<file path="config.mk">
export PLATFORM = sky130hd
export DESIGN_NAME = serial_ripple_subtractor_flat
export DESIGN_NICKNAME = d
export VERILOG_FILES = /design/src/rtl/serial_ripple_subtractor_if.sv /design/src/rtl/serial_ripple_subtractor.sv /design/src/flat_wrapper.sv
export SDC_FILE = /design/constraint.sdc
export NUM_CORES = 1
export LEC_CHECK = 0
export BUFFER_PORTS_ARGS = -buffer_cell sky130_fd_sc_hd__buf_2
export CAP_MARGIN = 40
export CORE_MARGIN = 5
export CORE_UTILIZATION = 45
export DETAILED_ROUTE_END_ITERATION = 6
export GPL_TIMING_DRIVEN = 0
export PLACE_DENSITY = 0.64
export RECOVER_POWER = 50
export SYNTH_ARGS = -nofsm -noshare
export SYNTH_HDL_FRONTEND = slang
export SYNTH_SLANG_ARGS = --single-unit
</file>
<file path="constraint.sdc">
create_clock -name clk -period 1.6 [get_ports clk]
set_clock_uncertainty 0.05 [all_clocks]
set_input_delay 0.32 -clock clk [delete_from_list [all_inputs] [get_ports clk]]
set_output_delay 0.32 -clock clk [all_outputs]
set_load 0.02 [all_outputs]
</file>
<file path="src/rtl/serial_ripple_subtractor_if.sv">
// Launch/collect handshake and operand/result bus of the bit-serial subtractor.
// The controller drives the master side; the subtractor implements the slave side.
interface serial_ripple_subtractor_if #(
  parameter int WIDTH = 4
);
  logic             start;
  logic [WIDTH-1:0] a_in;
  logic [WIDTH-1:0] b_in;
  logic             borrow_in;
  logic             busy;
  logic             done;
  logic [WIDTH-1:0] diff;
  logic             borrow_out;

  modport master (
    output start, a_in, b_in, borrow_in,
    input  busy, done, diff, borrow_out
  );

  modport slave (
    input  start, a_in, b_in, borrow_in,
    output busy, done, diff, borrow_out
  );
endinterface

</file>
<file path="src/rtl/serial_ripple_subtractor.sv">
// Bit-serial unsigned subtractor: diff = a - b - borrow_in, one bit per clock, LSB first,
// with a registered borrow chain and a start/busy/done handshake.
module serial_ripple_subtractor #(
  parameter int WIDTH = 4
) (
  input logic                   clk,
  input logic                   rst,
  serial_ripple_subtractor_if.slave bus
);
  localparam int               CNT_W    = $clog2(WIDTH + 1);
  localparam logic [CNT_W-1:0] LAST_CNT = CNT_W'(WIDTH - 1);

  localparam logic [1:0] IDLE = 2'd0;
  localparam logic [1:0] BUSY = 2'd1;
  localparam logic [1:0] DONE = 2'd2;

  logic [1:0]       state;
  logic [WIDTH-1:0] a_sr;
  logic [WIDTH-1:0] b_sr;
  logic [WIDTH-1:0] res_sr;
  logic [WIDTH-1:0] diff_r;
  logic             bw;
  logic             borrow_r;
  logic [CNT_W-1:0] cnt;
  logic [1:0]       slice;

  // One full-subtractor bit slice; returns {borrow_next, diff_bit}.
  function automatic logic [1:0] sub_slice(input logic a, input logic b, input logic bin);
    logic d;
    logic bout;
    d    = a ^ b ^ bin;
    bout = (~a & b) | (~(a ^ b) & bin);
    return {bout, d};
  endfunction

  assign slice = sub_slice(a_sr[0], b_sr[0], bw);

  always_ff @(posedge clk or posedge rst) begin
    if (rst) begin
      state    <= IDLE;
      a_sr     <= '0;
      b_sr     <= '0;
      res_sr   <= '0;
      diff_r   <= '0;
      bw       <= 1'b0;
      borrow_r <= 1'b0;
      cnt      <= '0;
    end else begin
      case (state)
        IDLE: begin
          if (bus.start) begin
            state <= BUSY;
            a_sr  <= bus.a_in;
            b_sr  <= bus.b_in;
            bw    <= bus.borrow_in;
            cnt   <= '0;
          end
        end
        BUSY: begin
          a_sr   <= a_sr >> 1;
          b_sr   <= b_sr >> 1;
          res_sr <= {slice[0], res_sr[WIDTH-1:1]};
          bw     <= slice[1];
          cnt    <= cnt + 1'b1;
          // Result is published only once all slices are in, so partial bits never show.
          if (cnt == LAST_CNT) begin
            state    <= DONE;
            diff_r   <= {slice[0], res_sr[WIDTH-1:1]};
            borrow_r <= slice[1];
          end
        end
        DONE:    state <= IDLE;
        default: state <= IDLE;
      endcase
    end
  end

  assign bus.busy       = (state != IDLE);
  assign bus.done       = (state == DONE);
  assign bus.diff       = diff_r;
  assign bus.borrow_out = borrow_r;
endmodule
</file>
<file path="src/flat_wrapper.sv">
// flat-port wrapper written by rule: the top's interface ports become plain ports
module serial_ripple_subtractor_flat 
#(
  parameter int WIDTH = 4
)
  (clk, rst, bus_start, bus_a_in, bus_b_in, bus_borrow_in, bus_busy, bus_done, bus_diff, bus_borrow_out);
  serial_ripple_subtractor_if #(.WIDTH(WIDTH)) bus_i ();
  input logic clk;
  input logic rst;
  input wire logic [$bits(bus_i.start)-1:0] bus_start;
  input wire logic [$bits(bus_i.a_in)-1:0] bus_a_in;
  input wire logic [$bits(bus_i.b_in)-1:0] bus_b_in;
  input wire logic [$bits(bus_i.borrow_in)-1:0] bus_borrow_in;
  output wire logic [$bits(bus_i.busy)-1:0] bus_busy;
  output wire logic [$bits(bus_i.done)-1:0] bus_done;
  output wire logic [$bits(bus_i.diff)-1:0] bus_diff;
  output wire logic [$bits(bus_i.borrow_out)-1:0] bus_borrow_out;
  assign bus_i.start = bus_start;
  assign bus_i.a_in = bus_a_in;
  assign bus_i.b_in = bus_b_in;
  assign bus_i.borrow_in = bus_borrow_in;
  assign bus_busy = bus_i.busy;
  assign bus_done = bus_i.done;
  assign bus_diff = bus_i.diff;
  assign bus_borrow_out = bus_i.borrow_out;
  serial_ripple_subtractor #(.WIDTH(WIDTH)) u_core (.clk(clk), .rst(rst), .bus(bus_i));
endmodule
</file>
== Yosys cells after proc, flatten, opt, wreduce, memory -nomap -nowiden ==
Index checks and enable logic that the tools add are counted.

* Word-level logic and storage cells: 38
* Input bits: 12
* Flip-flop bits (word level): 23
* Output and inout port bits: 7

* Mux-type cells: 11
* Bitwise logic cells: 7
* $add $sub $neg: 1
* Reduce and logical (&&, ||, !) cells: 6
* Eq/ne operators: 5

{| class="wikitable"
|+ Operator list
! kind !! number
|-
| 4-bit one-hot mux with 2 select lines || 2
|-
| 4-bit 2-to-1 mux || 2
|-
| 3-bit one-hot mux with 2 select lines || 1
|-
| 2-bit AND reduction || 3
|-
| 2-bit 2-to-1 mux || 2
|-
| 2-bit one-hot mux with 2 select lines || 1
|-
| 2-bit nonzero test || 2
|-
| 3-bit by 1-bit adder with 3-bit output, second input constant || 1
|-
| 3-bit by 2-bit == test with 1-bit output, second input constant || 1
|-
| 3-bit 2-to-1 mux || 1
|-
| 1-bit AND || 2
|-
| 2-bit by 1-bit == test with 1-bit output, second input constant || 1
|-
| 2-bit == test, second input constant || 1
|-
| 2-bit logical NOT || 1
|-
| 2-bit by 1-bit inequality test with 1-bit output, second input constant || 1
|-
| 2-bit inequality test, second input constant || 1
|-
| 1-bit NOT || 2
|-
| 1-bit one-hot mux with 2 select lines || 1
|-
| 1-bit XOR || 2
|-
| 1-bit 2-to-1 mux || 1
|-
| 1-bit bitwise OR || 1
|}

== Longest topological paths before layout ==
* Word-level depth: 5
* Depth in mapped cells: 4
* Gate-level depth less buffers: 4

== Least setup slack after synthesis ==
Ideal clock, no wire load.

* Kind: register to register
* Start: register u_core.cnt[0]
* End: register u_core.diff_r[0], in the netlist u_core.bus.diff[0]
* Setup time: 125 ps
* Buffers on the path: 0
* Arrival time: 1206 ps
* Data required time: 1425 ps
* Setup slack: 219 ps
* Cell stages (with the launch flop): 5
* Path through: dfrtp_1 ha_1 ha_1 nand3b_4 mux2_2

* Cells in the longest elaborated chain, start to end: 2

{| class="wikitable"
|+ Ends and longest elaborated chain
! element !! line !! RTL
|-
| start: declaration || serial_ripple_subtractor.sv:24 || <nowiki>logic [CNT_W-1:0] cnt;</nowiki>
|-
| start signal: assignment || serial_ripple_subtractor.sv:64 || <nowiki>cnt <= cnt + 1'b1;</nowiki>
|-
| 3-bit by 2-bit == test with 1-bit output || serial_ripple_subtractor.sv:66 || <nowiki>if (cnt == LAST_CNT) begin</nowiki>
|-
| 2-bit AND reduction (no source line) || n/a ||
|-
| end signal: assignment || serial_ripple_subtractor.sv:68 || <nowiki>diff_r <= {slice[0], res_sr[WIDTH-1:1]};</nowiki>
|-
| end: declaration || serial_ripple_subtractor.sv:21 || <nowiki>logic [WIDTH-1:0] diff_r;</nowiki>
|}

No other way between the ends.
A chain may end at the register's enable or synchronous reset.

== Worst setup path after layout ==
* Start: register u_core.state[1]
* End: output port bus_done

* Cells in the longest elaborated chain, start to end: 1

{| class="wikitable"
|+ Ends and longest elaborated chain
! element !! line !! RTL
|-
| start: declaration || serial_ripple_subtractor.sv:17 || <nowiki>logic [1:0] state;</nowiki>
|-
| start signal: assignment || serial_ripple_subtractor.sv:40 || <nowiki>state <= IDLE;</nowiki>
|-
| start signal: assignment || serial_ripple_subtractor.sv:52 || <nowiki>state <= BUSY;</nowiki>
|-
| start signal: assignment || serial_ripple_subtractor.sv:67 || <nowiki>state <= DONE;</nowiki>
|-
| 2-bit == test || serial_ripple_subtractor.sv:79 || <nowiki>assign bus.done = (state == DONE);</nowiki>
|-
| end: declaration || flat_wrapper.sv:15 || <nowiki>output wire logic [$bits(bus_i.done)-1:0] bus_done;</nowiki>
|}

No other way between the ends.

==> qor.csv <==
stage,metric,value,unit
final_layout,"commonest non-fill, non-tap cells in the layout","22 x dfrtp_1, 14 x buf_2, 13 x inv_1, 9 x buf_4, 8 x mux2_2",
route,met3 wire len,85,µm
final_layout,"most common cell after layout, fill and taps aside",dfrtp_1,
logic_synthesis,Synth async-reset ratio,100.0,%
timing,Max Fclk,647.3,MHz
global_route,gr ovfl total,0,
logic_synthesis,biggest area consumer among synthesized cells,dfrtp_1,
final_layout,post-layout util,60.22,%
route,wire length per cell,15.07,µm
final_layout,area grow syn2layout,25.58,%
global_route,antenna violations before repair,0,
timing,Relative slew margins,72.17,%
pwr,pwr/cell area,2036,nW/µm²
critical_path,Critical Path RT,1.23,ns
critical_path,"Max FO, Critical Path",4,
timing,setup violators final,0,
critical_path,crit start category,flip-flop,
place,placed cells,130,
job,number of max-cap violations,0,
status,status,"finished, final reports clean",
clock_network,worst-skew pair later-pin latency,0.31,ns
place,hpwl dp,1509,µm
die,die height,58.79,µm
clock_network,Clock Tree Buf Depth,2,
critical_path,critical path cell sequence,"buf_6, buf_6, nor2b_4, buf_6",
logic_synthesis,Yosys reg bits,22,
logic_synthesis,Post-Synth Adder-Cell Area,4.206,%
die,Core ar.,2233,µm²
pwr,VDD IR max,0.001024,V
route,Via Count,767,
critical_path,crit-path max cell delay,0.40,ns
logic_synthesis,Synth area leaders,"dfrtp_1 51%, mux2_2 8.4%, nor4b_1 4.9%",
route,DRC Markers,0,
timing,post-route setup slack,0.05521,ns
clock_network,clock transition at the registers of the reported paths,0.12,ns
timing,Max Slew Vio Count,0,
clock_network,clk sinks,22,
route,M1 WL,911,µm
logic_synthesis,"Seq/Total Area, Yosys",51.40,%
critical_path,Worst path slowest cell,dfrtp_1,
die,# IOs,19,
logic_synthesis,Syn Std Cell Area,1071,µm²
timing,worst hold slack,0.2309,ns
logic_synthesis,Post-synth top flop,dfrtp_1,
logic_synthesis,Syn. warnings,0,
logic_synthesis,Synth Area in Compound Gates,11.10,%
route,drt pass-1 iters,4,
global_route,vias in the first global route,783,
timing,RSZ-0062 raised after global routing,true,
final_layout,# diodes,0,
min_path,worst min path class,in2reg,
place,Placer Congestion,0.6825,
final_layout,Finished Layout Cells,144,
route,ANT nets after route,0,
logic_synthesis,post-synthesis simple-gate area fraction,13.79,%
final_layout,layout cell share with drive strength beyond 1,43.97,%
critical_path,crit path capture type,output pin,
route,WL final,2170,µm
clock_network,total CTS buffers,3,
route,drt initial violations,8,
place,dpl cell area,1206,µm²
logic_synthesis,Mapped Cells,84,
timing,"Min Clock Period, post-route",1.545,ns
pwr,Leakage,0.6543,nW
logic_synthesis,XOR/XNOR Fraction of Synth Area,0,%
final_layout,post-route cell area,1345,µm²
critical_path,crit path DAT,1.17,ns
timing,setup TNS,0,ns
die,die area,3456,µm²
clock_network,Root Driver,clkbuf_4,
place,pre-CTS setup slack,0.1441,ns
logic_synthesis,largest family of logic cells by synthesized area,simple AND/OR/NAND/NOR gates,
clock_network,H-tree Lvls,1,
place,port buffer count,17,
global_route,first-pass GRT wire length,3746,µm
logic_synthesis,mux cell area share after synthesis,9.346,%
timing,Tcrit/Tclk final,96.55,%
logic_synthesis,"Distinct cells, synth",21,
timing,Worst Max-Slew Pin Slew,0.4170,ns
final_layout,layout net count,132,
die,Cell Rows,17,
logic_synthesis,mean area per synthesized cell,12.75,µm²
critical_path,"Worst Path Class, Setup",reg2out,
pwr,Final Total Pwr,2.738,mW
global_route,GRT Util Overall,14.42,%
logic_synthesis,area share of the largest cell type after synthesis,51.40,%
logic_synthesis,"EDFF count, synth",0,
die,Starting Density,47.96,%
logic_synthesis,Synth Net Count,99,
die,die width,58.79,µm
global_route,largest net degree at the start of global routing,13,
clock_network,CTS tree,built,
critical_path,CP dominant cell by count,buf_6,
route,top sig layer,met4,
timing,Fin. Hold Viols,0,
route,Vias per Instance,5.326,
route,metal2 WL,1135,µm
worst max-delay path, delay by kind of cell, from the launching register on:
kind                   cells  cell delay [ns]
buffers and inverters      3             0.36
DFF                        1             0.40
and+or+nand+nor            1             0.11
cell usage after synthesis, types with 2 or more instances:
cell and n:
a211oi_1 6, a22o_2 2, a32o_1 2, buf_6 4, clkbuf_2 2, dfrtp_1 22
ha_1 2, inv_1 13, mux2_2 8, nor2b_1 2, nor3b_1 6, nor4b_1 6
power by group:
| group | switching (mW) | internal (mW) |
|---|---|---|
| Sequential | 0.135 | 0.826 |
| Combinational | 0.695 | 0.782 |
| Clock | 0.161 | 0.139 |
flip-flops by register name, indices dropped and copies added (netlist names):
register and flops:
u_core.bw 1, u_core.res_sr 3, u_core.bus.borrow_out 1, u_core.b_sr 4, u_core.a_sr 4, u_core.state 2, u_core.cnt 3, u_core.bus.diff 4
worst paths after layout:
kind,start,to,slack [ns],cells after the start
worst max-delay path,u_core.state[1],bus_done,0.06,4
worst min-delay path,bus_a_in[3],u_core.a_sr[3],0.23,2
worst max register to register,u_core.cnt[0],u_core.bus.diff[2],0.13,4
worst min register to register,u_core.bus.diff[2],u_core.bus.diff[2],0.47,1
max in group asynchronous,rst,u_core.a_sr[0],0.38,4
min in group asynchronous,rst,u_core.res_sr[1],0.48,3
kinds of logic (layout without fill, tap and decap cells):
family          count (synthesis)  after routing
buf+inv                        20             52
flops                          22             22
compound gates                 13             13
mux                             9              9
fa+ha+maj                       3              3
simple gates                   17             17
what timing repair did:
action,in CTS,in global routing
hold buffers,1,0
resized for setup,7,3
setup buffers,5,4
endpoints found under the hold margin,10,0
setup endpoints to repair,2,2
pin swaps,0,1
layer usage:
| layer | GRT usage (%) | vias up |
|---|---|---|
| met5 | 0 | - |
| met4 | 5.502 | 0 |
| met3 | 4.167 | 5 |
| met2 | 24.45 | 20 |
| met1 | 17.12 | 385 |
| li1 | - | 357 |
layout make-up:
type	instances	area (µm²)
fill	195	888.4
multi-input combinational	42	426.7
timing repair buffer	28	171.4
sequential	22	550.5
tap	28	35.03
buffer	7	76.32
inverter	13	48.80
clock buffer	4	36.28
Power figures use the tool's default switching activity.
